## src/rtl/frigate_adc_sar_ctrl.sv

```systemverilog
// ---------------------------------------------------------------------------
// frigate_adc_sar_ctrl
//
// Successive-approximation ADC sequencer. It scans the channels enabled in a
// latched channel mask in ascending order. For each channel it tracks the
// input for SAMPLE_CYCLES cycles and then resolves NBITS bits MSB-first
// against the comparator. Each result is presented with a VALID/READY
// handshake.
//
// Optional feature (compile-time macro FRIGATE_ADC_CTRL_CONT_EN):
//   Adds input CONT. While CONT=1, a finished scan restarts at the lowest
//   latched channel instead of returning to IDLE.
//
// Ports:
//   CLK        in   single clock, rising edge
//   RST        in   synchronous active-high reset
//   START      in   one-cycle scan request (ignored while busy or mask==0)
//   ABORT      in   returns to IDLE on the next edge, discarding any result
//   CH_MASK    in   [7:0] channel enable mask, sampled on an accepted START
//   CMP        in   comparator: 1 when held input > DAC level
//   ADC_EN     out  ADC macro enable (high outside IDLE)
//   ADC_RST    out  ADC macro reset (high in IDLE)
//   HOLD       out  sample/hold control, high during conversion
//   B          out  [2:0] channel select
//   DATA       out  [NBITS-1:0] DAC trial code
//   RESULT     out  [NBITS-1:0] converted code
//   RESULT_CH  out  [2:0] channel of RESULT
//   VALID      out  RESULT/RESULT_CH valid
//   READY      in   consumer accepts the result
//   CONT       in   continuous scan (only with FRIGATE_ADC_CTRL_CONT_EN)
//   BUSY       out  scan in progress (any state but IDLE)
//
// All outputs come directly from registers. Each output register is loaded
// from the next-state value, so it lines up with the state it describes.
// ---------------------------------------------------------------------------
module frigate_adc_sar_ctrl #(
  parameter int SAMPLE_CYCLES = 4,
  parameter int NBITS         = 12
) (
  input  logic             CLK,
  input  logic             RST,
  input  logic             START,
  input  logic             ABORT,
  input  logic [7:0]       CH_MASK,
  input  logic             CMP,
  output logic             ADC_EN,
  output logic             ADC_RST,
  output logic             HOLD,
  output logic [2:0]       B,
  output logic [NBITS-1:0] DATA,
  output logic [NBITS-1:0] RESULT,
  output logic [2:0]       RESULT_CH,
  output logic             VALID,
  input  logic             READY,
`ifdef FRIGATE_ADC_CTRL_CONT_EN
  input  logic             CONT,
`endif
  output logic             BUSY
);

  typedef enum logic [2:0] {
    IDLE    = 3'd0,
    SAMPLE  = 3'd1,
    CONVERT = 3'd2,
    OUTPUT  = 3'd3,
    NEXT    = 3'd4
  } state_t;

  localparam logic [NBITS-1:0] ZERO_CODE   = {NBITS{1'b0}};
  localparam logic [NBITS-1:0] MSB_CODE    = {1'b1, {(NBITS-1){1'b0}}};
  localparam logic [7:0]       SAMPLE_LAST = 8'(SAMPLE_CYCLES - 1);

  // Index of the lowest set bit of a channel mask (0 when the mask is empty).
  function automatic logic [2:0] lowest_ch(input logic [7:0] m);
    logic [2:0] ch;
    ch = 3'd0;
    for (int i = 7; i >= 0; i--) begin
      if (m[i]) begin
        ch = 3'(i);
      end else begin
        ch = ch;
      end
    end
    return ch;
  endfunction

  // One-hot mask bit for a channel number.
  function automatic logic [7:0] ch_bit(input logic [2:0] ch);
    return 8'd1 << ch;
  endfunction

  state_t           state_r;
  state_t           nxt_state_s;
  logic [7:0]       cnt_r;
  logic [7:0]       nxt_cnt_s;
  logic [NBITS-1:0] trial_r;      // one-hot: bit currently being resolved
  logic [NBITS-1:0] nxt_trial_s;
  logic [NBITS-1:0] data_r;
  logic [NBITS-1:0] nxt_data_s;
  logic [NBITS-1:0] acc_s;        // code after resolving the current bit
  logic [NBITS-1:0] result_r;
  logic [NBITS-1:0] nxt_result_s;
  logic [2:0]       result_ch_r;
  logic [2:0]       nxt_result_ch_s;
  logic [2:0]       b_r;
  logic [2:0]       nxt_b_s;
  logic [7:0]       mask_r;       // mask latched at START (for restarts)
  logic [7:0]       nxt_mask_s;
  logic [7:0]       rem_r;        // channels still to convert in this pass
  logic [7:0]       nxt_rem_s;
  logic             hold_r;
  logic             adc_en_r;
  logic             adc_rst_r;
  logic             valid_r;
  logic             busy_r;
  logic             cont_s;

`ifdef FRIGATE_ADC_CTRL_CONT_EN
  assign cont_s = CONT;
`else
  assign cont_s = 1'b0;
`endif

  // Resolve the current trial bit: keep it only when the comparator says the
  // held input is above the trial level.
  always_comb begin
    acc_s = data_r;
    if (CMP) begin
      acc_s = data_r;
    end else begin
      acc_s = data_r & ~trial_r;
    end
  end

  // Next-state and next-datapath logic.
  always_comb begin
    nxt_state_s     = state_r;
    nxt_cnt_s       = cnt_r;
    nxt_trial_s     = trial_r;
    nxt_data_s      = ZERO_CODE;
    nxt_result_s    = result_r;
    nxt_result_ch_s = result_ch_r;
    nxt_b_s         = b_r;
    nxt_mask_s      = mask_r;
    nxt_rem_s       = rem_r;

    if (ABORT) begin
      // Abort wins over START and READY; any partial result is discarded.
      nxt_state_s = IDLE;
    end else begin
      case (state_r)
        IDLE: begin
          if (START && (CH_MASK != 8'd0)) begin
            nxt_mask_s  = CH_MASK;
            nxt_b_s     = lowest_ch(CH_MASK);
            nxt_rem_s   = CH_MASK & ~ch_bit(lowest_ch(CH_MASK));
            nxt_cnt_s   = 8'd0;
            nxt_state_s = SAMPLE;
          end else begin
            nxt_state_s = IDLE;
          end
        end

        SAMPLE: begin
          if (cnt_r == SAMPLE_LAST) begin
            nxt_trial_s = MSB_CODE;
            nxt_data_s  = MSB_CODE;
            nxt_state_s = CONVERT;
          end else begin
            nxt_cnt_s = cnt_r + 8'd1;
          end
        end

        CONVERT: begin
          if (trial_r[0]) begin
            nxt_result_s    = acc_s;
            nxt_result_ch_s = b_r;
            nxt_state_s     = OUTPUT;
          end else begin
            // Present the resolved upper bits plus the next trial bit.
            nxt_trial_s = trial_r >> 1;
            nxt_data_s  = acc_s | (trial_r >> 1);
          end
        end

        OUTPUT: begin
          if (READY) begin
            nxt_state_s = NEXT;
          end else begin
            nxt_state_s = OUTPUT;
          end
        end

        NEXT: begin
          if (rem_r != 8'd0) begin
            nxt_b_s     = lowest_ch(rem_r);
            nxt_rem_s   = rem_r & ~ch_bit(lowest_ch(rem_r));
            nxt_cnt_s   = 8'd0;
            nxt_state_s = SAMPLE;
          end else if (cont_s) begin
            nxt_b_s     = lowest_ch(mask_r);
            nxt_rem_s   = mask_r & ~ch_bit(lowest_ch(mask_r));
            nxt_cnt_s   = 8'd0;
            nxt_state_s = SAMPLE;
          end else begin
            nxt_state_s = IDLE;
          end
        end

        default: begin
          nxt_state_s = IDLE;
        end
      endcase
    end
  end

  // State, datapath and output registers with synchronous reset.
  always_ff @(posedge CLK) begin
    if (RST) begin
      state_r     <= IDLE;
      cnt_r       <= 8'd0;
      trial_r     <= ZERO_CODE;
      data_r      <= ZERO_CODE;
      result_r    <= ZERO_CODE;
      result_ch_r <= 3'd0;
      b_r         <= 3'd0;
      mask_r      <= 8'd0;
      rem_r       <= 8'd0;
      hold_r      <= 1'b0;
      adc_en_r    <= 1'b0;
      adc_rst_r   <= 1'b1;
      valid_r     <= 1'b0;
      busy_r      <= 1'b0;
    end else begin
      state_r     <= nxt_state_s;
      cnt_r       <= nxt_cnt_s;
      trial_r     <= nxt_trial_s;
      data_r      <= nxt_data_s;
      result_r    <= nxt_result_s;
      result_ch_r <= nxt_result_ch_s;
      b_r         <= nxt_b_s;
      mask_r      <= nxt_mask_s;
      rem_r       <= nxt_rem_s;
      hold_r      <= (nxt_state_s == CONVERT);
      adc_en_r    <= (nxt_state_s != IDLE);
      adc_rst_r   <= (nxt_state_s == IDLE);
      valid_r     <= (nxt_state_s == OUTPUT);
      busy_r      <= (nxt_state_s != IDLE);
    end
  end

  assign ADC_EN    = adc_en_r;
  assign ADC_RST   = adc_rst_r;
  assign HOLD      = hold_r;
  assign B         = b_r;
  assign DATA      = data_r;
  assign RESULT    = result_r;
  assign RESULT_CH = result_ch_r;
  assign VALID     = valid_r;
  assign BUSY      = busy_r;

endmodule

```

## config.mk

```make
export PLATFORM = sky130hd
export DESIGN_NAME = frigate_adc_sar_ctrl
export DESIGN_NICKNAME = d
export VERILOG_FILES = /design/src/rtl/frigate_adc_sar_ctrl.sv
export SDC_FILE = /design/constraint.sdc
export NUM_CORES = 1
export LEC_CHECK = 0
export ABC_AREA = 1
export CORE_AREA = 4 4 78 80
export DETAILED_ROUTE_END_ITERATION = 16
export DIE_AREA = 0 0 82 84
export GPL_ROUTABILITY_DRIVEN = 0
export PLACE_DENSITY = 0.88
export SETUP_SLACK_MARGIN = 0.2
export SYNTH_ARGS = -nofsm -noshare
export SYNTH_HDL_FRONTEND = slang
export SYNTH_SLANG_ARGS = --single-unit
```

## constraint.sdc

```tcl
create_clock -name CLK -period 2.25 [get_ports CLK]
set_input_delay 0.3375 -clock CLK [delete_from_list [all_inputs] [get_ports CLK]]
set_output_delay 0.3375 -clock CLK [all_outputs]
set_load 0.05 [all_outputs]
```

==> results.md <==
* Status: finished, final reports clean
* Post-CTS sizing at 0
* Die Wd at 82 um
* Seq cells post-synth at 65
* Final Cycle Share at 83.8%
* Logic gate share of total power at 8.5%
* Fin. Hold Viols at 0
* Register area share after synthesis at 44.0%
* Routed WL at 6950 um
* Via density at 5.25
* Root buffer cell: clkbuf_8
* Die height at 84 um
* Worst skew pair latency at 0.34 ns
* Slowest cell delay on critical path at 0.83 ns
* Worst path top cell family by delay: buffers and inverters
* Crit path capture: B[1]
* Max Slew Vio Count at 0
* Largest net degree at the start of global routing at 28
* Syn Nets at 426
* CP startpoint: B[1]$_SDFFE_PP0P_
* Layout cells sized above 1 at 9.64%
* Drt initial violations at 258
* Worst-Margin Slew at 0.519 ns
* First drt pass iteration count at 4
* CP Depth at 1
* CP arrival at 1.55 ns
* Static leakage at 1.50 nW
* Slew headroom at 65.3%
* Max-cap violation count at 0
* Register-to-Register Path Depth at 8
* Synth Flop Type: dfxtp_1
* Post-synth cell types at 34
* Commonest non-fill, non-tap cell in the layout: nand2_1
* Slowest-stage cell, CP: clkdlybuf4s50_1
* Crit Path Max Fanout at 3
* H-tree levels at 3
* Max Clock Skew at 0.00785 ns
* Layout area overhead at 25.9%
* Post-synth ARST share at 0%
* Sw frac at 24.5%
* Mapped Cells at 411
* Worst EP required at 1.91 ns
* Critical R2R Capture: trial_r[6]$_SDFFE_PP0P_
* Number of flops mapped to enable cells by yosys at 0
* Post-DP HPWL at 5000 um
* First-pass GRT wire length at 11,800 um
* CP Capture Type: primary output
* DRC Markers at 0
* Clock buffer depth at 2
* GRT Overall Usage at 21.8%
* Fin util at 68.9%
* Post-CTS setup buffers at 0
* CTS tree: done
* Sequential fraction of design power at 46.7%
* Vias after detailed routing at 2,830
* Startpoint Class: flip-flop
* Peak VDD IR at 0.488 mV
* Antenna viol nets, final at 0
* Commonest non-fill, non-tap cells in the layout: 81 x nand2_1, 65 x dfxtp_1, 53 x inv_1
* Cell area after synthesis at 2960 um2
* Worst R2R Start: state_r[2]$_SDFF_PP0_
* Cells along the critical path: clkdlybuf4s50_1
* Starting Density at 54.7%
* WP buf/inv at 1
* Worst Hold Class: flip-flop to flip-flop
* YS warnings at 0
* Syn_area_per_cell at 7.20 um2
* Std cell rows at 27
* Routed WL per cell at 12.9 um
* Clock Sinks at 65
* Final Setup Violations at 0
* Fillers at 448
* Clk pwr share at 44.8%
* Initial antenna violation count at 0
* GRT overflow at 0
* Die Footprint at 6890 um2
* Cts bufs inserted at 9
* Pwr Density at 674 nW/um2
* CTS Hold Buffers Added at 0
* Multi-input logic area at 1360 um2
* Setup TNS at 0 ns
* Ant diodes at 0
* Setup slack, reg-to-reg at 0.45 ns
* Core area at 5410 um2
* Port bufs at 48
* Layout Nets at 477
* RSZ-0062 raised after global routing: false
* Worst Path Class, Setup: flip-flop to primary output
* P_int at 1.90 mW
* Register area at 1300 um2
* Vias in the first global route at 2,781
* Highest Clock Rate at 530 MHz
* Switch Pwr at 0.616 mW
* Min Tclk post-route at 1.89 ns
* Clock transition at path regs at 0.07 ns
* Number of I/O pins at 49
cell families after synthesis:
| logic type | count (synthesis) | synth area share, % |
|---|---|---|
| simple gates | 182 | 28.0 |
| xor+xnor | 2 | 0.592 |
| fa+ha+maj | 1 | 0.423 |
| compound gates | 89 | 17.1 |
| flops | 65 | 44.0 |
| buf+inv | 72 | 9.94 |
metal layers:
| layer | track usage, % | vias up | wire, um |
|---|---|---|---|
| met3 | 4.32 | 11 | 353 |
| met4 | 9.52 | 0 | 108 |
| li1 | - | 1438 | - |
| met5 | 0 | - | 0 |
| met2 | 35.4 | 82 | 3370 |
| met1 | 27.5 | 1299 | 3120 |
synthesized netlist by cell type, types with 5 or more instances:
| cell | count | share of area [%] |
|---|---|---|
| clkbuf_1 | 6 | 0.76 |
| a211oi_2 | 5 | 2.1 |
| dfxtp_1 | 65 | 44 |
| inv_2 | 5 | 0.63 |
| nand3_1 | 37 | 6.3 |
| a21oi_1 | 35 | 5.9 |
| nand2_1 | 81 | 10 |
| inv_1 | 53 | 6.7 |
| nor2_1 | 39 | 4.9 |
| o21ai_1 | 11 | 1.9 |
| o21ai_0 | 30 | 5.1 |
| nor3_1 | 7 | 1.2 |
cell type report:
type,instances,area share [%]
Tap cell,72,2.42
Clock inverter,6,2.42
Multi-Input combinational cell,274,36.6
Timing Repair Buffer,54,14.1
Sequential cell,65,34.9
Clock buffer,10,3.69
Inverter,58,5.84
how the worst min path moves through the flow:
stage | start | to | slack, ns | cells after the start
5_1_grt | rem_r[1]$_SDFFE_PP0P_ | rem_r[1]$_SDFFE_PP0P_ | 0.49 | 2
3_5_place_dp | rem_r[1]$_SDFFE_PP0P_ | rem_r[1]$_SDFFE_PP0P_ | 0.46 | 2
6_report | rem_r[4]$_SDFFE_PP0P_ | rem_r[4]$_SDFFE_PP0P_ | 0.47 | 2
2_1_floorplan | trial_r[0]$_SDFFE_PP0P_ | DATA[10]$_SDFF_PP0_ | 0.43 | 1
3_3_place_gp | rem_r[1]$_SDFFE_PP0P_ | rem_r[1]$_SDFFE_PP0P_ | 0.45 | 2
4_1_cts | rem_r[1]$_SDFFE_PP0P_ | rem_r[1]$_SDFFE_PP0P_ | 0.47 | 2
flip-flops by register name, summed over array words and instances (netlist names):
signal     flops
DATA          12
BUSY           1
state_r        3
B              3
cnt_r          8
RESULT        12
ADC_RST        1
VALID          1
RESULT_CH      3
trial_r       12
rem_r          8
HOLD           1
metrics by stage:
step                std cells  power, mW  instance area, um2  setup slack [ns]  hold slack, ns
floorplan                 411       1.34                2960             0.875           0.430
global placement          523       1.41                3500             0.323           0.453
detailed placement        523       1.41                3500             0.258           0.458
CTS                       539       2.52                3720             0.346           0.469
global route              539       2.61                3720             0.278           0.487
finish                    539       2.51                3720             0.363           0.467
power groups by stage:
| stage | clock, mW | combinational (mW) | sequential [mW] |
|---|---|---|---|
| 2_1_floorplan | 0 | 0.123 | 1.22 |
| 3_3_place_gp | 0 | 0.207 | 1.20 |
| 3_5_place_dp | 0 | 0.212 | 1.20 |
| 4_1_cts | 1.13 | 0.213 | 1.17 |
| 5_1_grt | 1.19 | 0.237 | 1.18 |
| 6_report | 1.12 | 0.213 | 1.17 |
(Power assumes the default switching activity.)
